--- config.mk ---
export PLATFORM = sky130hd
export DESIGN_NAME = pc_fetch_stage
export DESIGN_NICKNAME = d
export VERILOG_FILES = /design/src/rtl/pc_fetch_stage.sv
export SDC_FILE = /design/constraint.sdc
export NUM_CORES = 1
export LEC_CHECK = 0
export ABC_AREA = 1
export BUFFER_PORTS_ARGS = -buffer_cell sky130_fd_sc_hd__buf_2
export CAP_MARGIN = 20
export CORE_ASPECT_RATIO = 0.9
export CORE_UTILIZATION = 28
export CTS_CLUSTER_DIAMETER = 120
export DETAILED_ROUTE_END_ITERATION = 10
export HOLD_SLACK_MARGIN = 0.05
export RECOVER_POWER = 100
export SYNTH_ARGS = -nofsm -noshare
export SYNTH_HDL_FRONTEND = slang
export SYNTH_SLANG_ARGS = --single-unit
export TNS_END_PERCENT = 1
--- constraint.sdc ---
create_clock -name clk -period 2.8 [get_ports clk]
set_clock_uncertainty 0.2 [all_clocks]
set_input_delay 0.56 -clock clk [delete_from_list [all_inputs] [get_ports clk]]
set_output_delay 0.56 -clock clk [all_outputs]
set_load 0.03 [all_outputs]
--- src/rtl/pc_fetch_stage.sv ---
// ---------------------------------------------------------------------------
// pc_fetch_stage
//
// Pipeline stage 1 (fetch). Owns the PC register and keeps at most one
// instruction fetch outstanding to imem. Each fetched instruction is placed
// in an output register and handed to stage 2 over a valid/allow_in
// handshake. A redirect from a later stage replaces the PC, flushes the
// output register and discards whatever fetch is still in flight.
//
// Ports
//   clk               in   clock, rising edge
//   rst               in   synchronous, active-high reset
//   imem_req_valid    out  fetch request valid
//   imem_req_ready    in   imem accepts the request this cycle
//   imem_req_addr     out  fetch address (current PC)
//   imem_resp_valid   in   fetch response valid (never backpressured)
//   imem_resp_instr   in   fetched instruction
//   imem_resp_err     in   access fault for this response
//   redirect_valid    in   flush and load a new PC
//   redirect_pc       in   redirect target (bits [1:0] are ignored)
//   regD_allow_in     in   stage 2 can accept this cycle
//   pc_to_regD_valid  out  output register holds a valid instruction
//   pc_to_regD_pc     out  PC of the held instruction
//   pc_to_regD_instr  out  held instruction
//   pc_to_regD_fault  out  held instruction faulted on fetch
// ---------------------------------------------------------------------------
module pc_fetch_stage #(
    parameter int                WIDTH      = 64,
    parameter int                INSTR_SIZE = 32,
    parameter logic [WIDTH-1:0]  RESET_PC   = 64'h8000_0000
) (
    input  logic                  clk,
    input  logic                  rst,
    output logic                  imem_req_valid,
    input  logic                  imem_req_ready,
    output logic [WIDTH-1:0]      imem_req_addr,
    input  logic                  imem_resp_valid,
    input  logic [INSTR_SIZE-1:0] imem_resp_instr,
    input  logic                  imem_resp_err,
    input  logic                  redirect_valid,
    input  logic [WIDTH-1:0]      redirect_pc,
    input  logic                  regD_allow_in,
    output logic                  pc_to_regD_valid,
    output logic [WIDTH-1:0]      pc_to_regD_pc,
    output logic [INSTR_SIZE-1:0] pc_to_regD_instr,
    output logic                  pc_to_regD_fault
);

    // REQ : issuing a fetch for pc_q
    // WAIT: fetch accepted, waiting for its response
    // DROP: a stale fetch is outstanding; its response is thrown away
    // HALT: last fetch faulted; idle until redirected
    typedef enum logic [1:0] {
        S_REQ  = 2'd0,
        S_WAIT = 2'd1,
        S_DROP = 2'd2,
        S_HALT = 2'd3
    } state_t;

    state_t                state_q, state_d;
    logic [WIDTH-1:0]      pc_q, pc_d;
    logic                  out_valid_q;
    logic [WIDTH-1:0]      out_pc_q;
    logic [INSTR_SIZE-1:0] out_instr_q;
    logic                  out_fault_q;

    logic accept;
    logic handover;
    logic load_out;

    // A request is only issued when the output register is empty or is
    // being emptied this cycle, so a response arriving in WAIT always finds
    // the output register free.
    assign imem_req_valid = !rst && (state_q == S_REQ) && (!out_valid_q || regD_allow_in);
    assign imem_req_addr  = pc_q;
    assign accept         = imem_req_valid && imem_req_ready;
    assign handover       = out_valid_q && regD_allow_in;

    // NOTE: every signal driven here gets a default first, so no path
    // through the case statement can leave one unassigned and infer a latch.
    always_comb begin
        state_d  = state_q;
        pc_d     = pc_q;
        load_out = 1'b0;

        if (redirect_valid) begin
            // Redirect overrides everything else happening this cycle.
            pc_d = {redirect_pc[WIDTH-1:2], 2'b00};
            unique case (state_q)
                S_REQ:          state_d = accept ? S_DROP : S_REQ;
                S_WAIT, S_DROP: state_d = imem_resp_valid ? S_REQ : S_DROP;
                S_HALT:         state_d = S_REQ;
                default:        state_d = S_REQ;
            endcase
        end else begin
            unique case (state_q)
                S_REQ: begin
                    if (accept) state_d = S_WAIT;
                end
                S_WAIT: begin
                    if (imem_resp_valid) begin
                        load_out = 1'b1;
                        if (imem_resp_err) begin
                            // Keep pc_q pointing at the faulting address.
                            state_d = S_HALT;
                        end else begin
                            pc_d    = pc_q + WIDTH'(4);
                            state_d = S_REQ;
                        end
                    end
                end
                S_DROP: begin
                    if (imem_resp_valid) state_d = S_REQ;
                end
                S_HALT: begin
                    state_d = S_HALT;
                end
                default: state_d = S_REQ;
            endcase
        end
    end

    // NOTE: state is updated with non-blocking assignments so every register
    // samples the pre-edge values, independent of process ordering.
    always_ff @(posedge clk) begin
        if (rst) begin
            state_q <= S_REQ;
            pc_q    <= RESET_PC;
        end else begin
            state_q <= state_d;
            pc_q    <= pc_d;
        end
    end

    // NOTE: the output data fields are reset along with the valid bit so
    // stage 2 sees all-zero fields out of reset, not just a cleared valid.
    always_ff @(posedge clk) begin
        if (rst) begin
            out_valid_q <= 1'b0;
            out_pc_q    <= '0;
            out_instr_q <= '0;
            out_fault_q <= 1'b0;
        end else if (redirect_valid) begin
            // Flush; a handover in the same cycle is also flushed downstream.
            out_valid_q <= 1'b0;
        end else if (load_out) begin
            out_valid_q <= 1'b1;
            out_pc_q    <= pc_q;
            out_instr_q <= imem_resp_instr;
            out_fault_q <= imem_resp_err;
        end else if (handover) begin
            out_valid_q <= 1'b0;
        end
    end

    assign pc_to_regD_valid = out_valid_q;
    assign pc_to_regD_pc    = out_pc_q;
    assign pc_to_regD_instr = out_instr_q;
    assign pc_to_regD_fault = out_fault_q;

endmodule
# Yosys cells after proc, flatten, opt, wreduce, memory -nomap -nowiden
# Index checks and enable logic that the tools add are counted.
[totals] ff_bits=164 latch_bits=0 ram_bits=0 mem_bits_ro=0 in_bits=103 output_inout_bits=163 word_cells=52 n_memories=0
[op_classes] n_addsub=1 multipliers=0 div_mod_pow=0 order_cmp=0 eq_ne=7 shifts=0 n_mux=18 bitwise=2 reduce_logical=17
[op_table] operator="two-way mux 64 bit" n=4
[op_table] operator="adder 64 x 3 -> 64 bit, second input constant" n=1
[op_table] operator="two-way mux 2 bit" n=7
[op_table] operator="!= test 3 bit, second input constant" n=3
[op_table] operator="AND reduction 3 bit" n=3
[op_table] operator="one-hot mux 2 bit (4 select lines)" n=1
[op_table] operator="one-hot mux 2 bit (3 select lines)" n=1
[op_table] operator="nonzero test 2 bit" n=3
[op_table] operator="two-way mux 1 bit" n=5
[op_table] operator="equality test 2 bit, second input constant" n=2
[op_table] operator="logical AND 1 bit" n=4
[op_table] operator="OR reduction 2 bit" n=2
[op_table] operator="equality test 2 x 1 -> 1 bit, second input constant" n=1
[op_table] operator="logical NOT 1 bit" n=2
[op_table] operator="logical NOT 2 bit" n=1
[op_table] operator="!= test 2 x 1 -> 1 bit, second input constant" n=1
[op_table] operator="NOT 1 bit" n=2
[op_table] operator="AND reduction 2 bit" n=1
[op_table] operator="logical OR 1 bit" n=1

# Longest topological paths before layout
[depth] word_depth=7 mapped_depth=12

# Least setup slack after synthesis
# Ideal clock, no wire load.
[synth_timing] path_type="reg2reg" from="register state_q[0]" to="register state_q[1]" setup_time_ns=0.074 t_arrival_ns=1.958 required_ns=2.526 slack_ns=0.567 path_stages_with_launch=11 period_less_slack_ns=2.233 cell_sequence="dfxtp_1 -> inv_1 -> ha_1 -> inv_1 -> nor3_1 -> nand2_1 -> nand2_1 -> nand2_1 -> nand2_1 -> o21ai_0 -> a31oi_1"
[synth_via] elab_chain_len=7 elab_cells_between_ends=16 cone_classes="eq/ne: 6; mux: 4; reduce/logical: 6"
[synth_rtl] element="start: declaration" line="60" source="state_t state_q, state_d;"
[synth_rtl] element="start signal: assignment" line="130" source="state_q <= state_d;"
[synth_rtl] element="logical NOT 2 bit *" line="74" source="assign imem_req_valid = !rst && (state_q == S_REQ) && (!out_valid_q || regD_allow_in);"
[synth_rtl] element="logical AND 1 bit * (2 in a row)" line="74"
[synth_rtl] element="via imem_req_valid" line="34" source="output logic imem_req_valid,"
[synth_rtl] element="logical AND 1 bit *" line="76" source="assign accept = imem_req_valid && imem_req_ready;"
[synth_rtl] element="two-way mux 2 bit" line="90" source="S_REQ: state_d = accept ? S_DROP : S_REQ;"
[synth_rtl] element="one-hot mux 2 bit (3 select lines)" line="89" source="unique case (state_q)"
[synth_rtl] element="two-way mux 2 bit" line="86" source="if (redirect_valid) begin"
# Mark *: on every way through the listed nets, which the timed path passes. The rest lies on a longest branch.
# A chain may end at the register's enable or synchronous reset.

# Worst setup path in the final report
[layout_timing] from="register pc_q[3], in the netlist imem_req_addr[3]" to="register pc_q[58], in the netlist imem_req_addr[58]"
[layout_via] elab_chain_len=5
[layout_rtl] element="start: declaration" line="61" source="logic [WIDTH-1:0] pc_q, pc_d;"
[layout_rtl] element="start signal: assignment" line="131" source="pc_q <= pc_d;"
[layout_rtl] element="adder 64 x 3 -> 64 bit" line="107" source="pc_d = pc_q + WIDTH'(4);"
[layout_rtl] element="two-way mux 64 bit" line="103" source="if (imem_resp_err) begin"
[layout_rtl] element="two-way mux 64 bit" line="101" source="if (imem_resp_valid) begin"
[layout_rtl] element="two-way mux 64 bit" line="96" source="unique case (state_q)"
[layout_rtl] element="two-way mux 64 bit" line="86"
# Every way passes these cells. The select of a mux whose other input is x is not followed.

==> qor.yml <==
finish:
  layout-area-overhead-vs-synth_pct: 25.9
  nFillCells: 3314
  drive_gt1_share_pct: 11.9
  final_nets: 1657
  fin_util_pct: 36.0
  stdcell_count: 1958
yosys:
  yosysTopAreaCell: "dfxtp_1"
  syn-cell-area_um2: 8320
  synth_adder_area_share_pct: 0.902
  yosysTopAreaCellShare_pct: 38.5
  synthSimpleGateAreaFrac_pct: 34.0
  synth_compound_area_share_pct: 17.7
  synth_top_family_by_area: "simple AND/OR/NAND/NOR gates"
  yosys_warnings: 0
  ys_seq_elements: 160
  yosys-top-cells-area: "dfxtp_1 38%, nand2_1 14%, nor2_1 12%"
  synth_cells: 1304
  synth_cell_types: 34
  syn-mean-instance-area_um2: 6.38
  seq_area_frac_synth_pct: 38.5
  synth_mux_area_share_pct: 0
  synth_xor_area_share_pct: 0.737
outcome:
  violations: "max-capacitance violations, max-slew violations"
  status: "finished, violations left"
grt:
  grt_max_degree: 89
  grt_use_total_pct: 21.7
  grt_pass1_vias: 8447
  grt_pass1_wl_mm: 49.4
  antenna_found_initial: 2
  overflow: 0
routing:
  met3_wirelength_mm: 2.80
  first_pass_iters: 5
  routed_wl_mm: 33.0
  drc: 0
  drtAntennaViolNets: 0
  drt_iter0_markers: 698
  wl_met1_mm: 15.2
  wl_per_cell_um: 16.8
  wl_met2_mm: 14.5
  vias: 9305
  top_layer: "met5"
  vias_per_cell: 4.75
cts:
  cts_hold_buf: 0
  cts_root_buf: "clkbuf_16"
  path_clk_slew_ns: 0.07
  h-tree-depth: 4
  cts_made_buffers: 17
  cts_sinks: 160
  post_cts.repair.setup_buffers: 0
  cts_tree: "built"
  cts-resized-gates: 0
  clock_path_buffers: 2
  clk_latency_ns: 0.45
timing:
  drv_slew: 75
  hold_violations: 0
  tightest_slew_ns: 1.82
  fmax_ghz: 0.387
  fin_setup_tns_ns: 0
  setup_viol: 0
  rsz0062_at_grt: "no"
  min_period_ns: 2.58
  fin_hold_ws_ns: 0.132
  fin_ws_ns: 0.219
  max_slew_margin_pct: -21.6
  fin_crit_sh_pct: 92.2
floorplanning:
  die_h_um: 166
  die_area_um2: 30400
  start_util_pct: 28.6
  die_w_um: 184
  rows: 59
  io_pins: 266
  core_um2: 29100
power:
  power_leakage_uw: 0.00430
  clock_power_share_pct: 42.0
  seqPwrFrac_pct: 43.3
  intPower_uw: 3950
  peakVddDrop_mv: 0.373
  p_sw_uw: 1810
  pwr-share-comb_pct: 14.7
  switching_share_pct: 31.4
  p_per_area_nw_per_um2: 550
setup_path:
  r2r_start: "imem_req_addr[3]"
  required_ns: 2.85
  crit_path_start_kind: "register"
  crit_path_end_kind: "register"
  crit_end: "imem_req_addr[58]"
  r2r_end: "imem_req_addr[58]"
  ff2ff_setup_slack_ns: 0.22
  cp.arrival_ns: 2.63
  r2r_cells: 10
  crit_path_start: "imem_req_addr[3]"
  critical_path_class: "reg -> reg"
  critPathMaxFanout: 6
placement:
  place_ws_ns: 0.426
  hpwlAfterDp_mm: 25.1
  place_inst: 1925
  port_buffers: 259
  gp_congestion: 0.923
hold_path:
  min_path_type: "in -> reg"
  min-delay-start: "imem_resp_instr[27]"
run:
  drv_cap: 1
-- state kept, by name, indices dropped and copies added (netlist names) --
name and count:
imem_req_addr 62, pc_to_regD_pc 62, pc_to_regD_instr 32, state_q 2, pc_to_regD_fault 1, pc_to_regD_valid 1
-- cell type report --
type	instances	area (um^2)	area share, %
multi-input combinational	975	4430	42.3
sequential	160	3200	30.6
timing repair buffer	288	1360	13.0
tap	396	495	4.73
clock buffer	17	425	4.06
inverter	106	398	3.80
clock inverter	15	164	1.56
antenna	1	2.50	0.0239
-- synthesized netlist by cell type, drive strengths merged --
library cell and number:
nand2 322, nor2 287, dfxtp 160, o21ai 136
inv 105, a21oi 104, nand3 60, clkbuf 44
buf 22, a211oi 13, a31oi 8, o211ai 8
nand4 7, ha 6, xor2 6, nor3 4
o22ai 4, a221oi 2, o21bai 2, clkinv 1
conb 1, nand3b 1, xnor2 1
-- how the worst min path moves through the flow --
stage                      endpoint  slack (ns)  cells past startpoint
3_5_place_dp      pc_to_regD_pc[16]        0.25                      2
2_1_floorplan            state_q[0]        0.32                      2
4_1_cts        pc_to_regD_instr[27]        0.11                      3
3_3_place_gp      pc_to_regD_pc[14]        0.24                      2
6_report       pc_to_regD_instr[27]        0.13                      3
5_1_grt         pc_to_regD_instr[3]        0.14                      3
-- critical path, stage by stage, from the launching register on --
cell and delay, ns:
dfxtp_1 0.44, ha_1 0.23, inv_1 0.11, nor2_8 0.19, nand2_4 0.09, nor2_1 0.38, nand2_1 0.31, o21ai_0 0.23
nand3_1 0.09, nand2_1 0.07, a21oi_1 0.05
-- per-layer routing --
metal	GRT usage, %	vias to the layer above
met5	0	-
met4	6.14	2
met3	5.29	25
met2	33.3	377
met1	30.0	4221
li1	-	4680
-- cell families (layout without fill, tap and decap cells) --
| kind of cell | Yosys count | count (layout) |
|---|---|---|
| AOI/OAI and AO/OA | 277 | 277 |
| DFF | 160 | 160 |
| other | 1 | 5 |
| buffers and inverters | 172 | 426 |
| xor gates and xnor gates | 7 | 7 |
| and+or+nand+nor | 681 | 681 |
| adders and majority gates | 6 | 6 |
-- per-stage QoR --
step	area, um^2	power [uW]
floorplan	8330	3070
detailed placement	10100	3410
global placement	10100	3400
global route	10500	5990
CTS	10700	5830
finish	10500	5760
-- power groups by stage --
| stage | clock network (uW) | registers, uW | logic (uW) |
|---|---|---|---|
| finish | 2420 | 2490 | 848 |
| CTS | 2460 | 2490 | 880 |
| detailed placement | 0 | 2540 | 876 |
| global placement | 0 | 2540 | 869 |
| global route | 2550 | 2500 | 935 |
| floorplan | 0 | 2700 | 365 |
-- layout by cell type, fill, tap and decap left out, types with 2 or more instances in the layout --
master / instances
a211oi_1: 13
a21oi_1: 103
a221oi_1: 2
a31oi_1: 8
buf_12: 5
buf_2: 99
buf_4: 18
bufinv_16: 2
clkbuf_1: 163
clkbuf_16: 17
clkbuf_2: 2
clkinv_2: 3
clkinv_4: 7
conb_1: 4
dfxtp_1: 160
ha_1: 6
inv_1: 102
inv_2: 3
nand2_1: 312
nand2_2: 4
nand2_4: 6
nand3_1: 59
nand4_1: 7
nor2_1: 274
nor2_2: 4
nor2_4: 8
nor3_1: 4
o211ai_1: 8
o21ai_0: 135
o21bai_1: 2
o22ai_1: 4
xor2_1: 6
Note: power is estimated with default switching activity, not from simulation.
